<file path="src/rtl/decode_stage_if.sv">
// Fetch-to-decode handshake plus the decoded-instruction bus of decode_stage.
// master = fetch/execute environment side, slave = decode_stage itself.
interface decode_stage_if #(
    parameter int XLEN = 32
);
    logic            flush;
    logic            in_valid;
    logic            in_ready;
    logic [31:0]     in_instr;
    logic [XLEN-1:0] in_pc;
    logic            out_valid;
    logic            out_ready;
    logic [XLEN-1:0] out_pc;
    logic [3:0]      out_cond;
    logic [3:0]      out_cmd;
    logic [3:0]      out_rd;
    logic [3:0]      out_rn;
    logic [3:0]      out_rm;
    logic [XLEN-1:0] out_imm;
    logic            out_imm_sel;
    logic            out_set_flags;
    logic            out_mem;
    logic            out_mem_wr;
    logic            out_reg_wr;
    logic            out_branch;
    logic            out_link;
    logic            out_illegal;

    modport master (
        output flush, in_valid, in_instr, in_pc, out_ready,
        input  in_ready, out_valid, out_pc, out_cond, out_cmd, out_rd, out_rn, out_rm,
               out_imm, out_imm_sel, out_set_flags, out_mem, out_mem_wr, out_reg_wr,
               out_branch, out_link, out_illegal
    );

    modport slave (
        input  flush, in_valid, in_instr, in_pc, out_ready,
        output in_ready, out_valid, out_pc, out_cond, out_cmd, out_rd, out_rn, out_rm,
               out_imm, out_imm_sel, out_set_flags, out_mem, out_mem_wr, out_reg_wr,
               out_branch, out_link, out_illegal
    );
endinterface

</file>
<file path="src/rtl/decode_stage.sv">
// Handshaked ARM-style decode stage: one registered decoded instruction per fetch word.
// DECODE_SKID_EN selects a 2-entry skid buffer with registered in_ready.
module decode_stage #(
    parameter int XLEN = 32
) (
    input  logic          clk,
    input  logic          rst,
    decode_stage_if.slave dec_io
);

    typedef struct packed {
        logic [XLEN-1:0] pc;
        logic [3:0]      cond;
        logic [3:0]      cmd;
        logic [3:0]      rd;
        logic [3:0]      rn;
        logic [3:0]      rm;
        logic [XLEN-1:0] imm;
        logic            imm_sel;
        logic            set_flags;
        logic            mem;
        logic            mem_wr;
        logic            reg_wr;
        logic            branch;
        logic            link;
        logic            illegal;
    } dec_t;

    // Rotation happens across the full XLEN word after zero extension.
    function automatic logic [XLEN-1:0] rot_imm(input logic [7:0] imm8, input logic [3:0] rot);
        logic [XLEN-1:0] z;
        int              amt;
        z   = XLEN'(imm8);
        amt = 2 * int'(rot);
        return (z >> amt) | (z << ((XLEN - amt) % XLEN));
    endfunction

    function automatic logic [XLEN-1:0] branch_imm(input logic [23:0] off);
        logic signed [23:0]   s;
        logic signed [XLEN-1:0] ext;
        s   = off;
        ext = {{(XLEN-24){s[23]}}, s};
        return ext <<< 2;
    endfunction

    function automatic dec_t decode(input logic [31:0] ins, input logic [XLEN-1:0] pc);
        dec_t d;
        d      = '0;
        d.pc   = pc;
        d.cond = ins[31:28];
        case (ins[27:26])
            2'b00: begin
                d.cmd       = ins[24:21];
                d.rn        = ins[19:16];
                d.rd        = ins[15:12];
                d.set_flags = ins[20];
                d.reg_wr    = (ins[24:23] != 2'b10);
                if (ins[25]) begin
                    d.imm     = rot_imm(ins[7:0], ins[11:8]);
                    d.imm_sel = 1'b1;
                end else begin
                    d.rm = ins[3:0];
                end
            end
            2'b01: begin
                d.mem    = 1'b1;
                d.rn     = ins[19:16];
                d.rd     = ins[15:12];
                d.reg_wr = ins[20];
                d.mem_wr = !ins[20];
                d.cmd    = ins[23] ? 4'b0100 : 4'b0010;
                if (!ins[25]) begin
                    d.imm     = XLEN'(ins[11:0]);
                    d.imm_sel = 1'b1;
                end else begin
                    d.rm = ins[3:0];
                end
            end
            2'b10: begin
                d.branch  = 1'b1;
                d.link    = ins[24];
                d.imm     = branch_imm(ins[23:0]);
                d.imm_sel = 1'b1;
                if (ins[24]) begin
                    d.reg_wr = 1'b1;
                    d.rd     = 4'd14;
                end
            end
            default: d.illegal = 1'b1;
        endcase
        return d;
    endfunction

    dec_t head;
    logic head_vld;

`ifdef DECODE_SKID_EN
    dec_t       ent0_q, ent0_d, ent1_q, ent1_d;
    logic [1:0] vld_q, vld_d;
    logic       rdy_q, rdy_d;
    logic       push, pop;

    // Entries stay compacted toward ent0, so "two held" is exactly vld[1].
    always_comb begin
        pop    = vld_q[0] && dec_io.out_ready;
        push   = dec_io.in_valid && rdy_q && !dec_io.flush;
        ent0_d = ent0_q;
        ent1_d = ent1_q;
        vld_d  = vld_q;
        if (pop) begin
            ent0_d   = ent1_q;
            vld_d[0] = vld_q[1];
            ent1_d   = '0;
            vld_d[1] = 1'b0;
        end
        if (push) begin
            if (!vld_d[0]) begin
                ent0_d   = decode(dec_io.in_instr, dec_io.in_pc);
                vld_d[0] = 1'b1;
            end else begin
                ent1_d   = decode(dec_io.in_instr, dec_io.in_pc);
                vld_d[1] = 1'b1;
            end
        end
        if (dec_io.flush) begin
            ent0_d = '0;
            ent1_d = '0;
            vld_d  = '0;
        end
        rdy_d = !vld_d[1];
    end

    always_ff @(posedge clk or negedge rst) begin
        if (!rst) begin
            ent0_q <= '0;
            ent1_q <= '0;
            vld_q  <= '0;
            rdy_q  <= 1'b1;
        end else begin
            ent0_q <= ent0_d;
            ent1_q <= ent1_d;
            vld_q  <= vld_d;
            rdy_q  <= rdy_d;
        end
    end

    assign dec_io.in_ready = rdy_q;
    assign head            = ent0_q;
    assign head_vld        = vld_q[0];
`else
    dec_t out_q, out_d;
    logic vld_q, vld_d;
    logic rdy;

    assign rdy = !vld_q || dec_io.out_ready;

    always_comb begin
        out_d = out_q;
        vld_d = vld_q;
        if (vld_q && dec_io.out_ready) begin
            out_d = '0;
            vld_d = 1'b0;
        end
        if (dec_io.in_valid && rdy) begin
            out_d = decode(dec_io.in_instr, dec_io.in_pc);
            vld_d = 1'b1;
        end
        if (dec_io.flush) begin
            out_d = '0;
            vld_d = 1'b0;
        end
    end

    always_ff @(posedge clk or negedge rst) begin
        if (!rst) begin
            out_q <= '0;
            vld_q <= 1'b0;
        end else begin
            out_q <= out_d;
            vld_q <= vld_d;
        end
    end

    assign dec_io.in_ready = rdy;
    assign head            = out_q;
    assign head_vld        = vld_q;
`endif

    // Held entries are cleared when they leave, so the bus reads 0 while idle.
    assign dec_io.out_valid     = head_vld;
    assign dec_io.out_pc        = head.pc;
    assign dec_io.out_cond      = head.cond;
    assign dec_io.out_cmd       = head.cmd;
    assign dec_io.out_rd        = head.rd;
    assign dec_io.out_rn        = head.rn;
    assign dec_io.out_rm        = head.rm;
    assign dec_io.out_imm       = head.imm;
    assign dec_io.out_imm_sel   = head.imm_sel;
    assign dec_io.out_set_flags = head.set_flags;
    assign dec_io.out_mem       = head.mem;
    assign dec_io.out_mem_wr    = head.mem_wr;
    assign dec_io.out_reg_wr    = head.reg_wr;
    assign dec_io.out_branch    = head.branch;
    assign dec_io.out_link      = head.link;
    assign dec_io.out_illegal   = head.illegal;

endmodule

</file>
<file path="src/flat_wrapper.sv">
// flat-port wrapper written by rule: the top's interface ports become plain ports
module decode_stage_flat 
#(
    parameter int XLEN = 32
)
  (clk, rst, dec_io_flush, dec_io_in_valid, dec_io_in_instr, dec_io_in_pc, dec_io_out_ready, dec_io_in_ready, dec_io_out_valid, dec_io_out_pc, dec_io_out_cond, dec_io_out_cmd, dec_io_out_rd, dec_io_out_rn, dec_io_out_rm, dec_io_out_imm, dec_io_out_imm_sel, dec_io_out_set_flags, dec_io_out_mem, dec_io_out_mem_wr, dec_io_out_reg_wr, dec_io_out_branch, dec_io_out_link, dec_io_out_illegal);
  decode_stage_if #(.XLEN(XLEN)) dec_io_i ();
  input  logic clk;
  input  logic rst;
  input wire logic [$bits(dec_io_i.flush)-1:0] dec_io_flush;
  input wire logic [$bits(dec_io_i.in_valid)-1:0] dec_io_in_valid;
  input wire logic [$bits(dec_io_i.in_instr)-1:0] dec_io_in_instr;
  input wire logic [$bits(dec_io_i.in_pc)-1:0] dec_io_in_pc;
  input wire logic [$bits(dec_io_i.out_ready)-1:0] dec_io_out_ready;
  output wire logic [$bits(dec_io_i.in_ready)-1:0] dec_io_in_ready;
  output wire logic [$bits(dec_io_i.out_valid)-1:0] dec_io_out_valid;
  output wire logic [$bits(dec_io_i.out_pc)-1:0] dec_io_out_pc;
  output wire logic [$bits(dec_io_i.out_cond)-1:0] dec_io_out_cond;
  output wire logic [$bits(dec_io_i.out_cmd)-1:0] dec_io_out_cmd;
  output wire logic [$bits(dec_io_i.out_rd)-1:0] dec_io_out_rd;
  output wire logic [$bits(dec_io_i.out_rn)-1:0] dec_io_out_rn;
  output wire logic [$bits(dec_io_i.out_rm)-1:0] dec_io_out_rm;
  output wire logic [$bits(dec_io_i.out_imm)-1:0] dec_io_out_imm;
  output wire logic [$bits(dec_io_i.out_imm_sel)-1:0] dec_io_out_imm_sel;
  output wire logic [$bits(dec_io_i.out_set_flags)-1:0] dec_io_out_set_flags;
  output wire logic [$bits(dec_io_i.out_mem)-1:0] dec_io_out_mem;
  output wire logic [$bits(dec_io_i.out_mem_wr)-1:0] dec_io_out_mem_wr;
  output wire logic [$bits(dec_io_i.out_reg_wr)-1:0] dec_io_out_reg_wr;
  output wire logic [$bits(dec_io_i.out_branch)-1:0] dec_io_out_branch;
  output wire logic [$bits(dec_io_i.out_link)-1:0] dec_io_out_link;
  output wire logic [$bits(dec_io_i.out_illegal)-1:0] dec_io_out_illegal;
  assign dec_io_i.flush = dec_io_flush;
  assign dec_io_i.in_valid = dec_io_in_valid;
  assign dec_io_i.in_instr = dec_io_in_instr;
  assign dec_io_i.in_pc = dec_io_in_pc;
  assign dec_io_i.out_ready = dec_io_out_ready;
  assign dec_io_in_ready = dec_io_i.in_ready;
  assign dec_io_out_valid = dec_io_i.out_valid;
  assign dec_io_out_pc = dec_io_i.out_pc;
  assign dec_io_out_cond = dec_io_i.out_cond;
  assign dec_io_out_cmd = dec_io_i.out_cmd;
  assign dec_io_out_rd = dec_io_i.out_rd;
  assign dec_io_out_rn = dec_io_i.out_rn;
  assign dec_io_out_rm = dec_io_i.out_rm;
  assign dec_io_out_imm = dec_io_i.out_imm;
  assign dec_io_out_imm_sel = dec_io_i.out_imm_sel;
  assign dec_io_out_set_flags = dec_io_i.out_set_flags;
  assign dec_io_out_mem = dec_io_i.out_mem;
  assign dec_io_out_mem_wr = dec_io_i.out_mem_wr;
  assign dec_io_out_reg_wr = dec_io_i.out_reg_wr;
  assign dec_io_out_branch = dec_io_i.out_branch;
  assign dec_io_out_link = dec_io_i.out_link;
  assign dec_io_out_illegal = dec_io_i.out_illegal;
  decode_stage #(.XLEN(XLEN)) u_core (.clk(clk), .rst(rst), .dec_io(dec_io_i));
endmodule
</file>
<file path="config.mk">
export PLATFORM = sky130hd
export DESIGN_NAME = decode_stage_flat
export DESIGN_NICKNAME = d
export VERILOG_FILES = /design/src/rtl/decode_stage_if.sv /design/src/rtl/decode_stage.sv /design/src/flat_wrapper.sv
export SDC_FILE = /design/constraint.sdc
export NUM_CORES = 1
export LEC_CHECK = 0
export BUFFER_PORTS_ARGS = -buffer_cell sky130_fd_sc_hd__buf_2
export CAP_MARGIN = 20
export CORE_MARGIN = 2
export CORE_UTILIZATION = 34
export DETAILED_ROUTE_END_ITERATION = 8
export PLACE_DENSITY = 0.64
export SLEW_MARGIN = 20
export SYNTH_ARGS = -nofsm -noshare
export SYNTH_HDL_FRONTEND = slang
export SYNTH_SLANG_ARGS = --single-unit
</file>
<file path="constraint.sdc">
create_clock -name clk -period 1.89 [get_ports clk]
set_clock_uncertainty 0.1 [all_clocks]
set_input_delay 0.0945 -clock clk [delete_from_list [all_inputs] [get_ports clk]]
set_output_delay 0.0945 -clock clk [all_outputs]
set_load 0.05 [all_outputs]
</file>
==> flow_summary.ini, run 1 <==
[timing]
fin_hold_ws_ns = 0.0256
worst_slew_pin_slew_ns = 0.444
fmax_mhz = 569
finalMaxSlewViolations = 0
fin_crit_sh_pct = 93.0
rsz0062_at_grt = no
fin_crit_ns = 1.76
finalSetupViolations = 0
final_hold_viol_count = 0
maxSlewHeadroom_pct = 69.5
setup_tns_ns = 0

[drt]
drt_iter0_markers = 386
wl_per_cell_um = 19.2
firstDrtPassIters = 4
ant_nets = 0
vias = 4468
drt_wl_total_mm = 15.7
drc = 0
via_per_inst = 5.47

[die]
start_util_pct = 34.4
design.die.area_um2 = 14200
fp-row-count = 42
io_pins = 163
fp.dieH_um = 119
die_x_um = 119
core_area_um2 = 13100

[clocking]
post_cts_buffers = 0
cts_root_buf = clkbuf_16
cts_buffers = 9
htree_levels = 3
clock_sinks = 93
cts_tree = done
clk_latency_ns = 0.34
clk_path_buf_depth = 2
clkTransAtPathRegs_ns = 0.07

[critical_path]
critPathArrivalTime_ns = 1.89
critical-path-max-stage-delay_ns = 0.54
crit_required_ns = 2.02
critPathCaptureType = flop
crit_type = primary input to flop
crit_path_start_kind = primary input
path_max_fanout = 9
cp_slowest_cell = dlygate4sd3_1
worstPathCellList = dlygate4sd3_1, buf_2, nor2b_1, nand3_1, buf_4, o41ai_1

[pwr]
switching_power_uw = 1590
p_int_uw = 3550
power_uw = 5130
power_density_nw_per_um2 = 770
p_seq_share_pct = 41.3
combPwrFrac_pct = 23.3
swShare_pct = 30.9
peakVddDrop_uv = 415
power_frac_clock_pct = 35.3
power.leakage_uw = 0.00334

[finish]
area_delta_synth_final_pct = 47.3
multi_input_area_um2 = 2050
num_antenna_cells = 0
fillers = 1186
seqCellArea_um2 = 2330
fin_nets = 707
drive_gt1_share_pct = 39.0

[synthesis]
syn-num-nets = 471
synthArstFlopShare_pct = 100
yosysWarnings = 0
syn_avg_cell_area_um2 = 11.3
synthCells = 401
synth_ff_type = dfrtp_1
seq_area_frac_synth_pct = 51.4
synth_edf_count = 0
synth_seq_cells = 93
synth.distinct_cells = 62
synthesis.area_um2 = 4520

[min_path]
hold_path.class = primary input to flop

[place]
port_buffers = 162
dp_hpwl_mm = 11.2
place.gp.congestion = 0.871

[grt]
grt_pass1_wl_mm = 24.8
grt_overflow = 0
grt_max_degree = 64
grt_pass1_vias = 4568
antenna_found_initial = 0
grt_use_total_pct = 22.2

[outcome]
outcome = finished clean

[flow_run]
cap_viol_max_count = 0
## state kept, by name, indices dropped and copies added (netlist names), 4 cells and up
register and cells:
u_core.dec_io.out_cond 4, u_core.dec_io.out_rn 4, u_core.dec_io.out_cmd 4, u_core.dec_io.out_pc 32
u_core.dec_io.out_rm 4, u_core.dec_io.out_imm 32, u_core.dec_io.out_rd 4
## cells in the final DEF, fill, tap and decap left out, types with 5 or more instances in the layout
cell,Yosys,layout
o21ai_1,5,6
nor2_1,14,12
a32o_1,5,5
buf_4,1,40
a21o_1,6,6
nand3_1,11,11
a21oi_1,15,15
a22oi_1,13,13
dlygate4sd3_1,0,54
nand2_1,21,20
a22o_1,52,52
buf_2,10,161
nor2b_1,6,5
inv_1,6,6
dfrtp_1,93,92
nor3_1,7,7
o21ai_0,8,7
mux2i_1,11,11
clkbuf_16,0,9
a32oi_1,7,7
o211ai_1,5,5
a221o_1,10,10
## worst paths after layout
| kind | depth (start not counted) | startpoint | end | slack (ns) |
|---|---|---|---|---|
| min reg2reg | 2 | u_core.dec_io.out_imm_sel$_DFFE_PN0P_ | u_core.dec_io.out_imm_sel$_DFFE_PN0P_ | 0.37 |
| max reg2reg | 5 | u_core.dec_io.out_valid$_DFFE_PN0P_ | u_core.dec_io.out_imm[24]$_DFFE_PN0P_ | 0.17 |
| max | 6 | dec_io_flush | u_core.dec_io.out_imm[24]$_DFFE_PN0P_ | 0.13 |
| min in group asynchronous | 2 | rst | u_core.dec_io.out_imm[16]$_DFFE_PN0P_ | 0.13 |
| max in group asynchronous | 3 | rst | u_core.dec_io.out_valid$_DFFE_PN0P_ | 0.86 |
| min | 2 | dec_io_in_instr[2] | u_core.dec_io.out_rm[2]$_DFFE_PN0P_ | 0.03 |
## power groups by stage
| stage | registers [uW] | clock network [uW] | logic, uW |
|---|---|---|---|
| 5_1_grt | 2130 | 1940 | 1270 |
| 4_1_cts | 2120 | 1850 | 1190 |
| 6_report | 2120 | 1810 | 1200 |
| 3_5_place_dp | 2160 | 0 | 1100 |
| 2_1_floorplan | 2450 | 0 | 387 |
| 3_3_place_gp | 2150 | 0 | 1090 |
## worst max-delay path: cells and delay by family
family | cells | cell delay, ns
AOI/OAI and AO/OA | 1 | 0.36
buffers and inverters | 3 | 0.97
and+or+nand+nor | 2 | 0.47
## layer usage
layer | vias to the layer above | track usage (%) | wire [um]
met5 | - | 0 | 0
met4 | 0 | 7.35 | 286
met3 | 25 | 4.12 | 1040
met2 | 214 | 36.7 | 7460
met1 | 2196 | 29.4 | 6930
li1 | 2033 | - | -
## synthesized netlist by cell type (2+ instances only)
library cell / instances / area, um^2
nand2_1: 21 / 78.8
nor3_2: 2 / 20.0
nor3b_2: 2 / 25.0
o21ai_1: 5 / 25.0
a22oi_1: 13 / 97.6
clkbuf_1: 18 / 67.6
nor3_1: 7 / 35.0
o221ai_1: 4 / 35.0
nor4_1: 4 / 25.0
a21oi_1: 15 / 75.1
buf_1: 4 / 15.0
a32o_1: 5 / 50.1
a21o_1: 6 / 45.0
nor2_1: 14 / 52.6
nand2b_1: 4 / 25.0
or3_1: 2 / 12.5
nand3_1: 11 / 55.1
o211ai_1: 5 / 37.5
o41ai_1: 4 / 35.0
a22o_1: 52 / 455
mux2i_1: 11 / 110
dfrtp_1: 93 / 2330
and3_1: 4 / 25.0
nand4_1: 4 / 25.0
o2bb2ai_1: 4 / 35.0
a221o_1: 10 / 100
a32oi_1: 7 / 61.3
buf_2: 10 / 50.1
nand3b_1: 2 / 15.0
xor2_1: 2 / 17.5
mux2_2: 3 / 33.8
nor2b_1: 6 / 37.5
inv_1: 6 / 22.5
inv_2: 4 / 15.0
o21ai_0: 8 / 40.0
o22ai_1: 3 / 18.8
## cell type report
class / instances / share of cell area [%]
well taps: 176 / 3.30
flip-flops and latches: 93 / 34.9
clock buffers: 10 / 3.58
repair buffers: 259 / 25.9
clock inverters: 5 / 0.901
inverters: 10 / 0.601
multi-input cells: 264 / 30.8
## metrics by stage
step	area (um^2)	util [%]	setup slack [ns]	cells
finish	6670	50.7	0.133	817
global route	6670	50.7	0.0167	817
CTS	6660	50.7	0.0425	817
detailed placement	5820	44.3	0.00937	748
global placement	5820	44.3	0.0688	748
floorplan	4580	-	0.0171	401
## logic make-up (layout without fill, tap and decap cells)
group	Yosys count	after routing	share of synthesized area (%)
AND/OR/NAND/NOR	92	92	11.8
buffers and inverters	44	284	4.18
flip-flops	93	93	51.4
multiplexers	16	16	3.93
XOR/XNOR	3	3	0.747
adder cells (fa/ha/maj)	1	1	0.277
AO/OA/AOI/OAI	152	152	27.7
## what timing repair did
| item | in CTS | in global routing |
|---|---|---|
| setup endpoints to repair | 0 | 5 |
| endpoints found under the hold margin | 87 | 0 |
| gates resized for setup | 0 | 2 |
| hold buffers | 54 | 0 |
No activity file was read; power rests on OpenSTA's default activity.
==> inputs of run 2 (changes only) <==
- PLACE_DENSITY: 0.64 -> unset
==> run 2 against run 1 <==
Compared with the run above: sequential share of layout area down 0.19 points; critical path depth down 1; die area unchanged; critical path type is now flop to flop; critical endpoint is now u_core.dec_io.out_imm[29]$_DFFE_PN0P_.
==> flow_summary.ini, run 2 (synthesis results as in run 1) <==
[outcome]
outcome = finished clean

[grt]
grt_use_total_pct = 23.7
antenna_found_initial = 0
grt_pass1_wl_mm = 26.2
grt_overflow = 0
grt_pass1_vias = 4633
grt_max_degree = 60

[place]
port_buffers = 162
pre_cts_ws_ns = -0.0175
dp_hpwl_mm = 11.8
place.gp.congestion = 0.892
placed_area_um2 = 5870

[clocking]
htree_levels = 3
clk_latency_ns = 0.34
cts_tree = done
clk_path_buf_depth = 2
cts_root_buf = clkbuf_16
clock_sinks = 93
cts_buffers = 9
clkTransAtPathRegs_ns = 0.07

[timing]
finalMaxSlewViolations = 0
rsz0062_at_grt = no
fmax_mhz = 573
finalSetupViolations = 0
fin_crit_ns = 1.74
worst_slew_pin_slew_ns = 0.581
setup_slack_ns = 0.146
fin_crit_sh_pct = 92.3
setup_tns_ns = 0
maxSlewHeadroom_pct = 61.3
fin_hold_ws_ns = 0.00641
final_hold_viol_count = 0

[drt]
drt_iter0_markers = 312
dr_wl_met3_mm = 1.04
met2WireLength_mm = 8.01
drc = 0
vias = 4478
via_per_inst = 5.45
drt_wl_total_mm = 16.7
wl_per_cell_um = 20.3
firstDrtPassIters = 5
highest_layer = met4
wl_met1_mm = 7.36
ant_nets = 0

[die]
core_area_um2 = 13100
start_util_pct = 34.4
fp-row-count = 42
die_x_um = 119
io_pins = 163
design.die.area_um2 = 14200
fp.dieH_um = 119

[critical_path]
crit_required_ns = 2.07
path_max_fanout = 5
critPathTopFamily = simple AND/OR/NAND/NOR gates
critPathCaptureType = flop
critPathArrivalTime_ns = 1.92
crit_path_start_kind = flop
worstPathCellList = nor2b_4, buf_4, nor4_1, buf_4, a221o_1
cp_slowest_cell = nor4_1
r2r_setup_slack_ns = 0.15
critical-path-max-stage-delay_ns = 0.51
crit_type = flop to flop
crit_top_cell = buf_4
crit_buf_inv = 2

[finish]
drive_gt1_share_pct = 39.9
area_delta_synth_final_pct = 48.1
fillers = 1197
num_antenna_cells = 0
fin_nets = 711
final_cell_mix = buf_2 (161), dfrtp_1 (92), a22o_1 (52)
postLayoutCoreUtil_pct = 51.0
stdcell_area_um2 = 6700
layout_commonest_cell = buf_2

[min_path]
hold_path.class = primary input to flop

[pwr]
peakVddDrop_uv = 441
power.leakage_uw = 0.00337
power_density_nw_per_um2 = 780

[flow_run]
cap_viol_max_count = 0
run 2: cell types whose count changed in the layout (fill, tap and decap cells not counted):
cell,before,now
nand2_1,20,21
nand2_2,1,0
nor3_2,1,2
inv_6,1,2
clkinv_2,1,0
nand3_1,11,10
clkbuf_8,1,2
nor3_4,1,0
dlygate4sd3_1,54,51
buf_4,40,47
nand3_2,1,2
run 2: cell type report:
cell class                 count  area [um^2]  area share, %
sequential                    93         2330           34.7
clock inverter                 5         63.8          0.952
tap                          176          220           3.29
multi-input combinational    264         2050           30.6
inverter                      10         40.0          0.597
clock buffer                  11          253           3.77
timing repair buffer         263         1750           26.1
run 2: per-layer routing:
layer  up-vias  track usage [%]
li1       2036                -
met1      2246             32.0
met2       177             39.2
met3        19             3.74
met4         0             7.94
met5         -                0
run 2: where the power goes:
part | leakage, uW | switching, uW | total, uW | internal (uW)
Sequential | 0.00127 | 48.8 | 2120 | 2070
Clock | 0.000153 | 784 | 1890 | 1110
Combinational | 0.00195 | 795 | 1210 | 418
Total | 0.00337 | 1630 | 5230 | 3600
run 2: what timing repair did:
item	in CTS	in global routing
hold buffers	51	0
gates resized for setup	0	1
endpoints found under the setup margin	0	1
endpoints found under the hold margin	95	0
setup buffers	0	0
run 2: worst reg2reg max path, cell delays in order, from the launching register on:
cell,delay [ns]
dfrtp_2,0.42
nor2b_4,0.14
buf_4,0.15
nor4_1,0.51
buf_4,0.25
a221o_1,0.12
run 2: final timing paths:
path                            cells past startpoint                                    end                            startpoint
worst max-delay path                                5  u_core.dec_io.out_imm[29]$_DFFE_PN0P_   u_core.dec_io.out_valid$_DFFE_PN0P_
worst min-delay path                                2    u_core.dec_io.out_rm[1]$_DFFE_PN0P_                    dec_io_in_instr[1]
worst max register to register                      5  u_core.dec_io.out_imm[29]$_DFFE_PN0P_   u_core.dec_io.out_valid$_DFFE_PN0P_
worst min register to register                      1   u_core.dec_io.out_branch$_DFFE_PN0P_  u_core.dec_io.out_branch$_DFFE_PN0P_
max in group asynchronous                           3    u_core.dec_io.out_valid$_DFFE_PN0P_                                   rst
min in group asynchronous                           2  u_core.dec_io.out_cond[0]$_DFFE_PN0P_                                   rst
run 2: through the flow:
stage	instances	total power, uW
final	822	5230
after global routing	822	5460
after CTS	822	5260
after detailed placement	755	3280
after global placement	755	3270
after floorplan	401	2840
==> inputs of run 3 (changes only) <==
- MAX_ROUTING_LAYER: unset -> met4
==> run 3 against run 2 <==
Compared with the run above: register-to-register slack worse by 0.05 ns; sequential power barely moved; combinational power hardly changed; global-route usage rose by 0.55 points; largest cell class unchanged; critical path type unchanged; flip-flop and latch count unchanged; first-iteration DRC count shrank 3.2%; highest routed layer unchanged.
==> flow_summary.ini, run 3 (synthesis results as in run 1) <==
[drt]
firstDrtPassIters = 5
wl_per_cell_um = 20.0
ant_nets = 0
drc = 0
via_per_inst = 5.51
vias = 4542
drt_wl_total_mm = 16.5
drt_iter0_markers = 302

[flow_run]
cap_viol_max_count = 0

[grt]
use_met3_pct = 3.98
grt.busiest_layer = met2
grt_max_degree = 60
grt.met2_usage_pct = 38.4
grt_use_total_pct = 24.3
antenna_found_initial = 0
grt_overflow = 0
grt_pass1_wl_mm = 26.2
grt_pass1_vias = 4594
use_met1_pct = 32.6

[clocking]
cts_buffers = 9
htree_levels = 3
post_cts_buffers = 0
clkTransAtPathRegs_ns = 0.07
cts_tree = done
clk_latency_ns = 0.35
cts_root_buf = clkbuf_16
cts_resized = 0
clock_sinks = 93
clk_path_buf_depth = 2

[critical_path]
critical-path-max-stage-delay_ns = 0.41
crit_path_start_kind = flop
path_max_fanout = 7
crit_type = flop to flop
crit_buf_inv = 2
critPathCaptureType = flop
critPathArrivalTime_ns = 1.93
crit_required_ns = 2.02
r2r_setup_slack_ns = 0.1
worstPathCellList = nor2b_4, inv_4, nand3_1, buf_4, o41ai_1
critPathTopFamily = simple AND/OR/NAND/NOR gates
cp_slowest_cell = dfrtp_2

[place]
place.gp.congestion = 0.884
dp_cells = 755
dp_hpwl_mm = 11.8
port_buffers = 162

[timing]
setup_tns_ns = 0
fmax_mhz = 557
finalMaxSlewViolations = 0
finalSetupViolations = 0
worst_slew_pin_slew_ns = 0.586
fin_hold_ws_ns = 0.0240
maxSlewHeadroom_pct = 60.9
fin_crit_sh_pct = 94.9
rsz0062_at_grt = yes
final_hold_viol_count = 0
fin_crit_ns = 1.79

[die]
fp-row-count = 42
io_pins = 163
start_util_pct = 34.4
die_x_um = 119
core_area_um2 = 13100
fp.dieH_um = 119
design.die.area_um2 = 14200

[finish]
num_antenna_cells = 0
fin_nets = 714
layout_commonest_cell = buf_2
final_cell_mix = buf_2 (161), dfrtp_1 (92), dlygate4sd3_1 (54)
area_delta_synth_final_pct = 50.1
drive_gt1_share_pct = 39.6
fin_cells = 825

[outcome]
outcome = finished clean

[min_path]
hold_path.class = primary input to flop

[pwr]
power.leakage_uw = 0.00341
peakVddDrop_uv = 390
power_density_nw_per_um2 = 828
## run 3: cell count changes in the layout (fill, tap and decap cells not counted), sizes merged
| cell | before | now |
|---|---|---|
| dlygate4sd3 | 51 | 54 |
| clkinvlp | 1 | 0 |
| bufinv | 1 | 4 |
| clkinv | 1 | 0 |
| clkbuf | 11 | 10 |
## run 3: final timing paths
check,start,end,cells after the start
hold reg to reg,u_core.dec_io.out_branch$_DFFE_PN0P_,u_core.dec_io.out_branch$_DFFE_PN0P_,1
setup / recovery,u_core.dec_io.out_valid$_DFFE_PN0P_,u_core.dec_io.out_imm[24]$_DFFE_PN0P_,5
max in group asynchronous,rst,u_core.dec_io.out_imm[0]$_DFFE_PN0P_,3
min in group asynchronous,rst,u_core.dec_io.out_cond[0]$_DFFE_PN0P_,2
hold / removal,dec_io_in_instr[2],u_core.dec_io.out_rm[2]$_DFFE_PN0P_,2
setup reg to reg,u_core.dec_io.out_valid$_DFFE_PN0P_,u_core.dec_io.out_imm[24]$_DFFE_PN0P_,5
## run 3: routing by layer
layer,part of all wire (%),up-vias
met2,48,186
met1,44,2284
li1,-,2052
met3,5.9,20
met5,0,-
met4,1.6,0
## run 3: metrics by stage
step / util, % / power (uW) / worst slack (ns) / instance area (um^2)
after global routing: 51.7 / 5820 / -0.0149 / 6790
after detailed placement: 44.7 / 3280 / 0.00645 / 5870
after global placement: 44.7 / 3270 / 0.0790 / 5870
after floorplan: - / 2840 / 0.0171 / 4580
final: 51.7 / 5620 / 0.0955 / 6790
after CTS: 51.7 / 5660 / 0.0941 / 6790
## run 3: repair_timing
item | CTS | global route
setup endpoints to repair | 0 | 3
hold buffers | 54 | 0
hold endpoints to repair | 101 | 0
## run 3: area by class of cell
class / count / area (um^2)
Inverter: 10 / 40.0
Sequential cell: 93 / 2330
Timing Repair Buffer: 266 / 1780
Multi-Input combinational cell: 264 / 2040
Clock inverter: 6 / 140
Tap cell: 176 / 220
Fill cell: 1205 / 6350
Clock buffer: 10 / 239
## run 3: power by group
part	total (uW)	internal [uW]	switching, uW	leakage [uW]
Sequential	2120	2070	48.7	0.00127
Combinational	1210	422	789	0.00196
Clock	2290	1480	812	0.000185
Total	5620	3970	1650	0.00341
